<file path="config.mk">
export PLATFORM = sky130hd
export DESIGN_NAME = fragment_stamp_gen
export DESIGN_NICKNAME = d
export VERILOG_FILES = /design/src/rtl/fragment_stamp_gen.sv
export SDC_FILE = /design/constraint.sdc
export NUM_CORES = 2
export LEC_CHECK = 0
export ABC_AREA = 1
export BUFFER_PORTS_ARGS = -buffer_cell sky130_fd_sc_hd__buf_2
export CAP_MARGIN = 0
export CORE_MARGIN = 4
export CORE_UTILIZATION = 40
export DETAILED_ROUTE_END_ITERATION = 6
export GPL_TIMING_DRIVEN = 0
export PLACE_DENSITY_LB_ADDON = 0.2
export SYNTH_ARGS = -nofsm -noshare
export SYNTH_HDL_FRONTEND = slang
export SYNTH_SLANG_ARGS = --single-unit
</file>
<file path="constraint.sdc">
create_clock -name clk -period 36 [get_ports clk]
set_input_delay 1.8 -clock clk [delete_from_list [all_inputs] [get_ports clk]]
set_output_delay 1.8 -clock clk [all_outputs]
set_load 0.05 [all_outputs]
</file>
<file path="src/rtl/fragment_stamp_gen.sv">
// fragment_stamp_gen
//   Walks a triangle bounding box in horizontal stamps of LANES pixels. Three
//   fixed-point edge functions are stepped incrementally, and each stamp with
//   at least one covered pixel is pushed into a small output FIFO.
//
// Ports:
//   clk, rst                   clock, synchronous active-high reset
//   start, abort               begin traversal (IDLE only) / cancel and flush
//   xmin..ymax                 inclusive bounding box (unsigned, CW bits)
//   l*_dx, l*_dy, w*_00        edge row decrement, pixel increment, origin value
//   out_valid/out_ready        FIFO head handshake
//   out_x, out_y, out_mask     lane-0 coordinates and per-lane coverage
//   out_w0..out_w2             edge values at lane 0
//   busy, done                 traversal active / one-cycle completion pulse
module fragment_stamp_gen #(
  parameter int W       = 32,
  parameter int LANES   = 4,
  parameter int LG_FIFO = 3,
  parameter int CW      = 16
) (
  input  logic              clk,
  input  logic              rst,
  input  logic              start,
  input  logic              abort,
  input  logic [CW-1:0]     xmin,
  input  logic [CW-1:0]     xmax,
  input  logic [CW-1:0]     ymin,
  input  logic [CW-1:0]     ymax,
  input  logic [W-1:0]      l0_dx,
  input  logic [W-1:0]      l1_dx,
  input  logic [W-1:0]      l2_dx,
  input  logic [W-1:0]      l0_dy,
  input  logic [W-1:0]      l1_dy,
  input  logic [W-1:0]      l2_dy,
  input  logic [W-1:0]      w0_00,
  input  logic [W-1:0]      w1_00,
  input  logic [W-1:0]      w2_00,
  output logic              out_valid,
  input  logic              out_ready,
  output logic [CW-1:0]     out_x,
  output logic [CW-1:0]     out_y,
  output logic [LANES-1:0]  out_mask,
  output logic [W-1:0]      out_w0,
  output logic [W-1:0]      out_w1,
  output logic [W-1:0]      out_w2,
  output logic              busy,
  output logic              done
);

  localparam int DEPTH = 1 << LG_FIFO;
  localparam int FW    = 2 * CW + LANES + 3 * W;

  typedef enum logic [2:0] {IDLE, SETUP, GEN, DRAIN, EMPTY_DONE} state_t;

  state_t          state_reg;
  logic            done_reg;

  // Latched triangle parameters
  logic [CW-1:0]   xmin_reg, xmax_reg, ymin_reg, ymax_reg;
  logic [W-1:0]    dx_reg  [3];
  logic [W-1:0]    dy_reg  [3];
  logic [W-1:0]    w00_reg [3];

  // Traversal state
  logic [W-1:0]    off_reg   [3][LANES];
  logic [W-1:0]    step_reg  [3];
  logic [W-1:0]    row_reg   [3];
  logic [W-1:0]    chunk_reg [3];
  logic [CW-1:0]   x_reg, y_reg;

  // FIFO
  logic [FW-1:0]   mem [DEPTH];
  logic [LG_FIFO:0] wr_ptr_reg, rd_ptr_reg;
  logic            fifo_empty, fifo_full, pop, push, gen_go, kill;
  logic [LANES-1:0] mask;
  logic [CW:0]     next_x_wide;
  logic [FW-1:0]   push_data, head;

  // Per-lane coverage. The lane x coordinate is widened by one bit so a box
  // ending near the top of the coordinate range cannot wrap lanes back in.
  genvar gi;
  generate
    for (gi = 0; gi < LANES; gi++) begin : g_lane
      logic [W-1:0] v0, v1, v2;
      logic [CW:0]  lx;
      assign v0 = chunk_reg[0] + off_reg[0][gi];
      assign v1 = chunk_reg[1] + off_reg[1][gi];
      assign v2 = chunk_reg[2] + off_reg[2][gi];
      assign lx = {1'b0, x_reg} + (CW+1)'(gi);
      assign mask[gi] = ~v0[W-1] & ~v1[W-1] & ~v2[W-1] & (lx <= {1'b0, xmax_reg});
    end
  endgenerate

  assign kill        = abort && (state_reg != IDLE);
  assign fifo_empty  = (wr_ptr_reg == rd_ptr_reg);
  // Same index with differing wrap bits means the writer is a full lap ahead
  assign fifo_full   = (wr_ptr_reg[LG_FIFO] != rd_ptr_reg[LG_FIFO]) &&
                       (wr_ptr_reg[LG_FIFO-1:0] == rd_ptr_reg[LG_FIFO-1:0]);
  assign pop         = !fifo_empty && out_ready;
  // A pop in the same cycle frees the slot, so a full FIFO only stalls GEN
  // when the consumer is not taking the head.
  assign gen_go      = (state_reg == GEN) && !abort && (!fifo_full || pop);
  assign push        = gen_go && (mask != '0);
  assign next_x_wide = {1'b0, x_reg} + (CW+1)'(LANES);
  assign push_data   = {x_reg, y_reg, mask, chunk_reg[0], chunk_reg[1], chunk_reg[2]};

  assign head      = mem[rd_ptr_reg[LG_FIFO-1:0]];
  assign out_valid = !fifo_empty;
  assign {out_x, out_y, out_mask, out_w0, out_w1, out_w2} = head;
  assign busy      = (state_reg != IDLE);
  assign done      = done_reg;

  always_ff @(posedge clk) begin
    if (push) mem[wr_ptr_reg[LG_FIFO-1:0]] <= push_data;
  end

  always_ff @(posedge clk) begin
    if (rst || kill) begin
      wr_ptr_reg <= '0;
      rd_ptr_reg <= '0;
    end else begin
      if (push) wr_ptr_reg <= wr_ptr_reg + 1'b1;
      if (pop)  rd_ptr_reg <= rd_ptr_reg + 1'b1;
    end
  end

  always_ff @(posedge clk) begin
    if (rst) begin
      state_reg <= IDLE;
      done_reg  <= 1'b0;
    end else begin
      done_reg <= 1'b0;
      if (kill) begin
        state_reg <= IDLE;
      end else begin
        case (state_reg)
          IDLE: begin
            if (start) begin
              xmin_reg   <= xmin;
              xmax_reg   <= xmax;
              ymin_reg   <= ymin;
              ymax_reg   <= ymax;
              dx_reg[0]  <= l0_dx;
              dx_reg[1]  <= l1_dx;
              dx_reg[2]  <= l2_dx;
              dy_reg[0]  <= l0_dy;
              dy_reg[1]  <= l1_dy;
              dy_reg[2]  <= l2_dy;
              w00_reg[0] <= w0_00;
              w00_reg[1] <= w1_00;
              w00_reg[2] <= w2_00;
              state_reg  <= ((xmin > xmax) || (ymin > ymax)) ? EMPTY_DONE : SETUP;
            end
          end
          SETUP: begin
            for (int e = 0; e < 3; e++) begin
              for (int k = 0; k < LANES; k++) off_reg[e][k] <= dy_reg[e] * W'(k);
              step_reg[e]  <= dy_reg[e] * W'(LANES);
              row_reg[e]   <= w00_reg[e];
              chunk_reg[e] <= w00_reg[e];
            end
            x_reg     <= xmin_reg;
            y_reg     <= ymin_reg;
            state_reg <= GEN;
          end
          GEN: begin
            if (gen_go) begin
              if (next_x_wide <= {1'b0, xmax_reg}) begin
                x_reg <= next_x_wide[CW-1:0];
                for (int e = 0; e < 3; e++) chunk_reg[e] <= chunk_reg[e] + step_reg[e];
              end else if (y_reg == ymax_reg) begin
                state_reg <= DRAIN;
              end else begin
                y_reg <= y_reg + 1'b1;
                x_reg <= xmin_reg;
                for (int e = 0; e < 3; e++) begin
                  row_reg[e]   <= row_reg[e] - dx_reg[e];
                  chunk_reg[e] <= row_reg[e] - dx_reg[e];
                end
              end
            end
          end
          DRAIN: begin
            if (fifo_empty) begin
              done_reg  <= 1'b1;
              state_reg <= IDLE;
            end
          end
          EMPTY_DONE: begin
            done_reg  <= 1'b1;
            state_reg <= IDLE;
          end
          default: state_reg <= IDLE;
        endcase
      end
    end
  end

endmodule
</file>
==> reports/results.tsv <==
stage	metric	value	unit
sta	grt_setup_unrepaired	false	
floorplan	die_w	489	µm
sta	worst_pin_slew	1.53	ns
finish	num-nets-final	10600	
clocking	clkLatencyLatePin	0.89	ns
placement	port_buffers	491	
sta	finalCritPeriodShare	20.7	%
grt	antenna_found_initial	11	
logic_synthesis	syn_area_per_cell	10.6	µm²
logic_synthesis	synth_edf_count	1821	
grt	grt_overflow	0	
placement	place.gp.congestion	0.914	
worst_setup_path	rrSetupSlack	28.75	ns
pwr	power_frac_seq	41.3	%
grt	grt_max_degree	92	
clocking	cts_sinks	1836	
pwr	vdd_drop_max	0.0402	mV
logic_synthesis	syn_inst	8719	
routing	via_per_inst	5.38	
routing	wirelength	299	mm
sta	whs	0.457	ns
sta	setup_violations	0	
logic_synthesis	synth_area	0.0924	mm²
clocking	cts_buffers	198	
floorplan	die-area	0.239	mm²
routing	num_vias	68500	
clocking	clk_pin_slew	0.06	ns
worst_setup_path	worstPathArrival	5.67	ns
sta	fin_skew	0.0627	ns
finish	drive_above_1_share	10.3	%
logic_synthesis	synthesis.nets	9738	
worst_hold_path	hold-path-cell-count	0	
floorplan	core	0.230	mm²
pwr	p_sw	2.33	mW
sta	drv_slew	11	
routing	antenna_left	0	
worst_hold_path	hold_end	step_reg[0][30]	
run_status	violations	capacitance limit, slew limit	
routing	route.met2.wl	131	mm
pwr	powerDensity	61.6	mW/mm²
flow_run	maxCapViolations	1	
worst_setup_path	worst_path_max_delay_cell	clkbuf_1	
logic_synthesis	synth.area.top_cells	edfxtp_1 (59%), ha_1 (8.8%), nand2_1 (5.4%)	
worst_setup_path	crit_path_max_incr_delay	0.87	ns
floorplan	num_rows	176	
sta	final-hold-violation-count	0	
worst_hold_path	hold_path.class	flop to flop	
worst_setup_path	worstSetupPathType	flop to output port	
routing	highest_layer	met5	
pwr	p_int	4.25	mW
floorplan	start_util	40.2	%
clocking	htreeDepth	4	
finish	largest_register_ffs	1056	
worst_setup_path	crit_chain	buf_2, clkbuf_1, clkbuf_1, clkbuf_1, nor2_1, o22ai_1, nor2_1, a31oi_1, buf_2	
logic_synthesis	synth_top_cell_by_area	edfxtp_1	
clocking	cts_tree	built	
grt	grt_pass1_vias	66300	
sta	slew_headroom	-1.86	%
sta	fmax	0.134	GHz
run_status	status	finished, violations left	
sta	min_period	7.47	ns
grt	grt_usage	24.5	%
logic_synthesis	yosysTopAreaCellShare	59.1	%
pwr	p_leak	42.0	nW
placement	place_inst	12400	
clocking	post_cts.repair.setup_buffers	0	
clocking	cts.path.max_buffers	3	
logic_synthesis	synth.distinct_cells	57	
worst_setup_path	r2r_start	x_reg[7]	
routing	dr.pass1.iters	6	
routing	wl_met3	21.3	mm
logic_synthesis	yosysWarnings	0	
clocking	cts_resized	0	
worst_setup_path	r2r_cells	27	
logic_synthesis	yosysSeqAreaShare	59.5	%
pwr	combPwrFrac	27.6	%
pwr	switching_share	35.4	%
worst_setup_path	start_kind	flop	
placement	hpwl	227	mm
worst_hold_path	hold_start	dy_reg[0][32]	
sta	final.setup.tns	0	ns
grt	grt_pass1_wl	433	mm
worst_setup_path	crit_fanout	10	
finish	layout_common_cells	edfxtp_1 (1821), nand2_1 (1340), nor2_1 (1336), o21ai_0 (805), inv_1 (673)	
floorplan	fp.dieH	489	µm
pwr	pwr-share-clk	31.0	%
worst_setup_path	rr_endpoint	mem[2][28]	
worst_setup_path	required	34.20	ns
routing	drc	0	
finish	fin_cells	12700	
finish	area_growth	15.7	%
clocking	hold_buffers	0	
clocking	clockRootBuffer	clkbuf_16	
worst_setup_path	worstSetupEndpointType	output port	
finish	mostFrequentLayoutCell	edfxtp_1	
worst_setup_path	cp_common_cell	clkbuf_1	
logic_synthesis	ys_ff_latch	1836	
logic_synthesis	ys.flop_type	edfxtp_1	
routing	routedWlPerCell	23.5	µm
routing	drt-initial-drc-count	6122	
floorplan	io_pins	492	
logic_synthesis	ys_async_sr_fraction	0	%
routing	wl_met1	135	mm
[routing by layer]
layer / vias to the layer above / global-route usage, %
li1: 32500 / -
met1: 33200 / 35.3
met2: 2391 / 37.4
met3: 389 / 3.79
met4: 2 / 9.04
met5: - / 0
[cell families (layout without fill, tap and decap cells)]
group,after synthesis,count (layout),share of synthesized area (%)
flops,1836,1836,59.5
other cells,0,4,0
buf+inv,951,1936,4.01
compound gates,1846,1846,11.0
fa+ha+maj,662,662,9.03
simple gates,3090,3090,13.3
xor+xnor,334,334,3.16
[worst max path at each step]
stage,to,slack (ns),cells past startpoint
3_3_place_gp,dx_reg[0][86],3.06,3
4_1_cts,out_w1[20],28.31,9
3_5_place_dp,mem[2][27],28.93,27
6_report,out_w1[20],28.53,9
2_1_floorplan,dx_reg[0][0],13.15,1
5_1_grt,mem[2][28],28.30,27
[Yosys cell counts, types with 3 or more instances]
| cell type | number |
|---|---|
| dfxtp_1 | 15 |
| buf_6 | 4 |
| o221ai_1 | 8 |
| o21bai_1 | 28 |
| buf_4 | 16 |
| o22ai_1 | 132 |
| and2_1 | 5 |
| nand2_1 | 1341 |
| a211oi_1 | 4 |
| ha_1 | 653 |
| nor4_1 | 18 |
| inv_2 | 6 |
| a41oi_1 | 3 |
| fa_1 | 9 |
| o211ai_1 | 75 |
| nor2b_1 | 3 |
| nand3b_1 | 10 |
| o21ai_1 | 17 |
| nand3_1 | 212 |
| xor2_1 | 198 |
| a31oi_1 | 162 |
| nor2_1 | 1340 |
| and3_1 | 4 |
| edfxtp_1 | 1821 |
| inv_1 | 674 |
| nand2_2 | 6 |
| o2111ai_1 | 3 |
| nor3_1 | 67 |
| clkbuf_1 | 199 |
| buf_2 | 35 |
| a21oi_1 | 514 |
| nor2_2 | 4 |
| buf_1 | 15 |
| a21o_1 | 46 |
| o21a_1 | 23 |
| o31ai_1 | 7 |
| o21ai_0 | 805 |
| nand4_1 | 70 |
| a21boi_0 | 11 |
| xnor2_1 | 136 |
| nor3b_1 | 3 |
[power groups by stage]
| stage | Combinational, mW | Sequential (mW) | Clock (mW) |
|---|---|---|---|
| 5_1_grt | 2.00 | 2.73 | 2.17 |
| 6_report | 1.82 | 2.72 | 2.05 |
| 2_1_floorplan | 1.22 | 2.73 | 0 |
| 3_5_place_dp | 1.81 | 2.76 | 0 |
| 3_3_place_gp | 1.76 | 2.85 | 0 |
| 4_1_cts | 1.82 | 2.72 | 2.08 |
[cell type report]
| type | instances | area (µm²) |
|---|---|---|
| clock buffers | 226 | 5120 |
| well taps | 3026 | 3790 |
| repair buffers | 616 | 4180 |
| inverters | 682 | 2570 |
| plain buffers | 269 | 1150 |
| fillers | 21500 | 123000 |
| flip-flops and latches | 1836 | 55000 |
| multi-input cells | 5932 | 33800 |
| diodes | 4 | 10.0 |
| clock inverters | 143 | 1360 |
[per-stage QoR]
step	util (%)	instance area [µm²]	power (mW)	worst slack (ns)
6_report	46.5	107000	6.59	28.53
5_1_grt	46.5	107000	6.91	28.30
4_1_cts	46.5	107000	6.62	28.31
3_5_place_dp	43.7	100000	4.57	28.93
3_3_place_gp	42.9	98700	4.61	3.06
2_1_floorplan	-	92400	3.95	13.15
[worst max-delay path, delay by kind of cell, from the launching register on]
family	cells	cell delay, ns
DFF	1	0.68
AOI/OAI and AO/OA	2	0.80
buffers and inverters	5	3.07
and+or+nand+nor	2	0.17
Power figures use the tool's default switching activity.
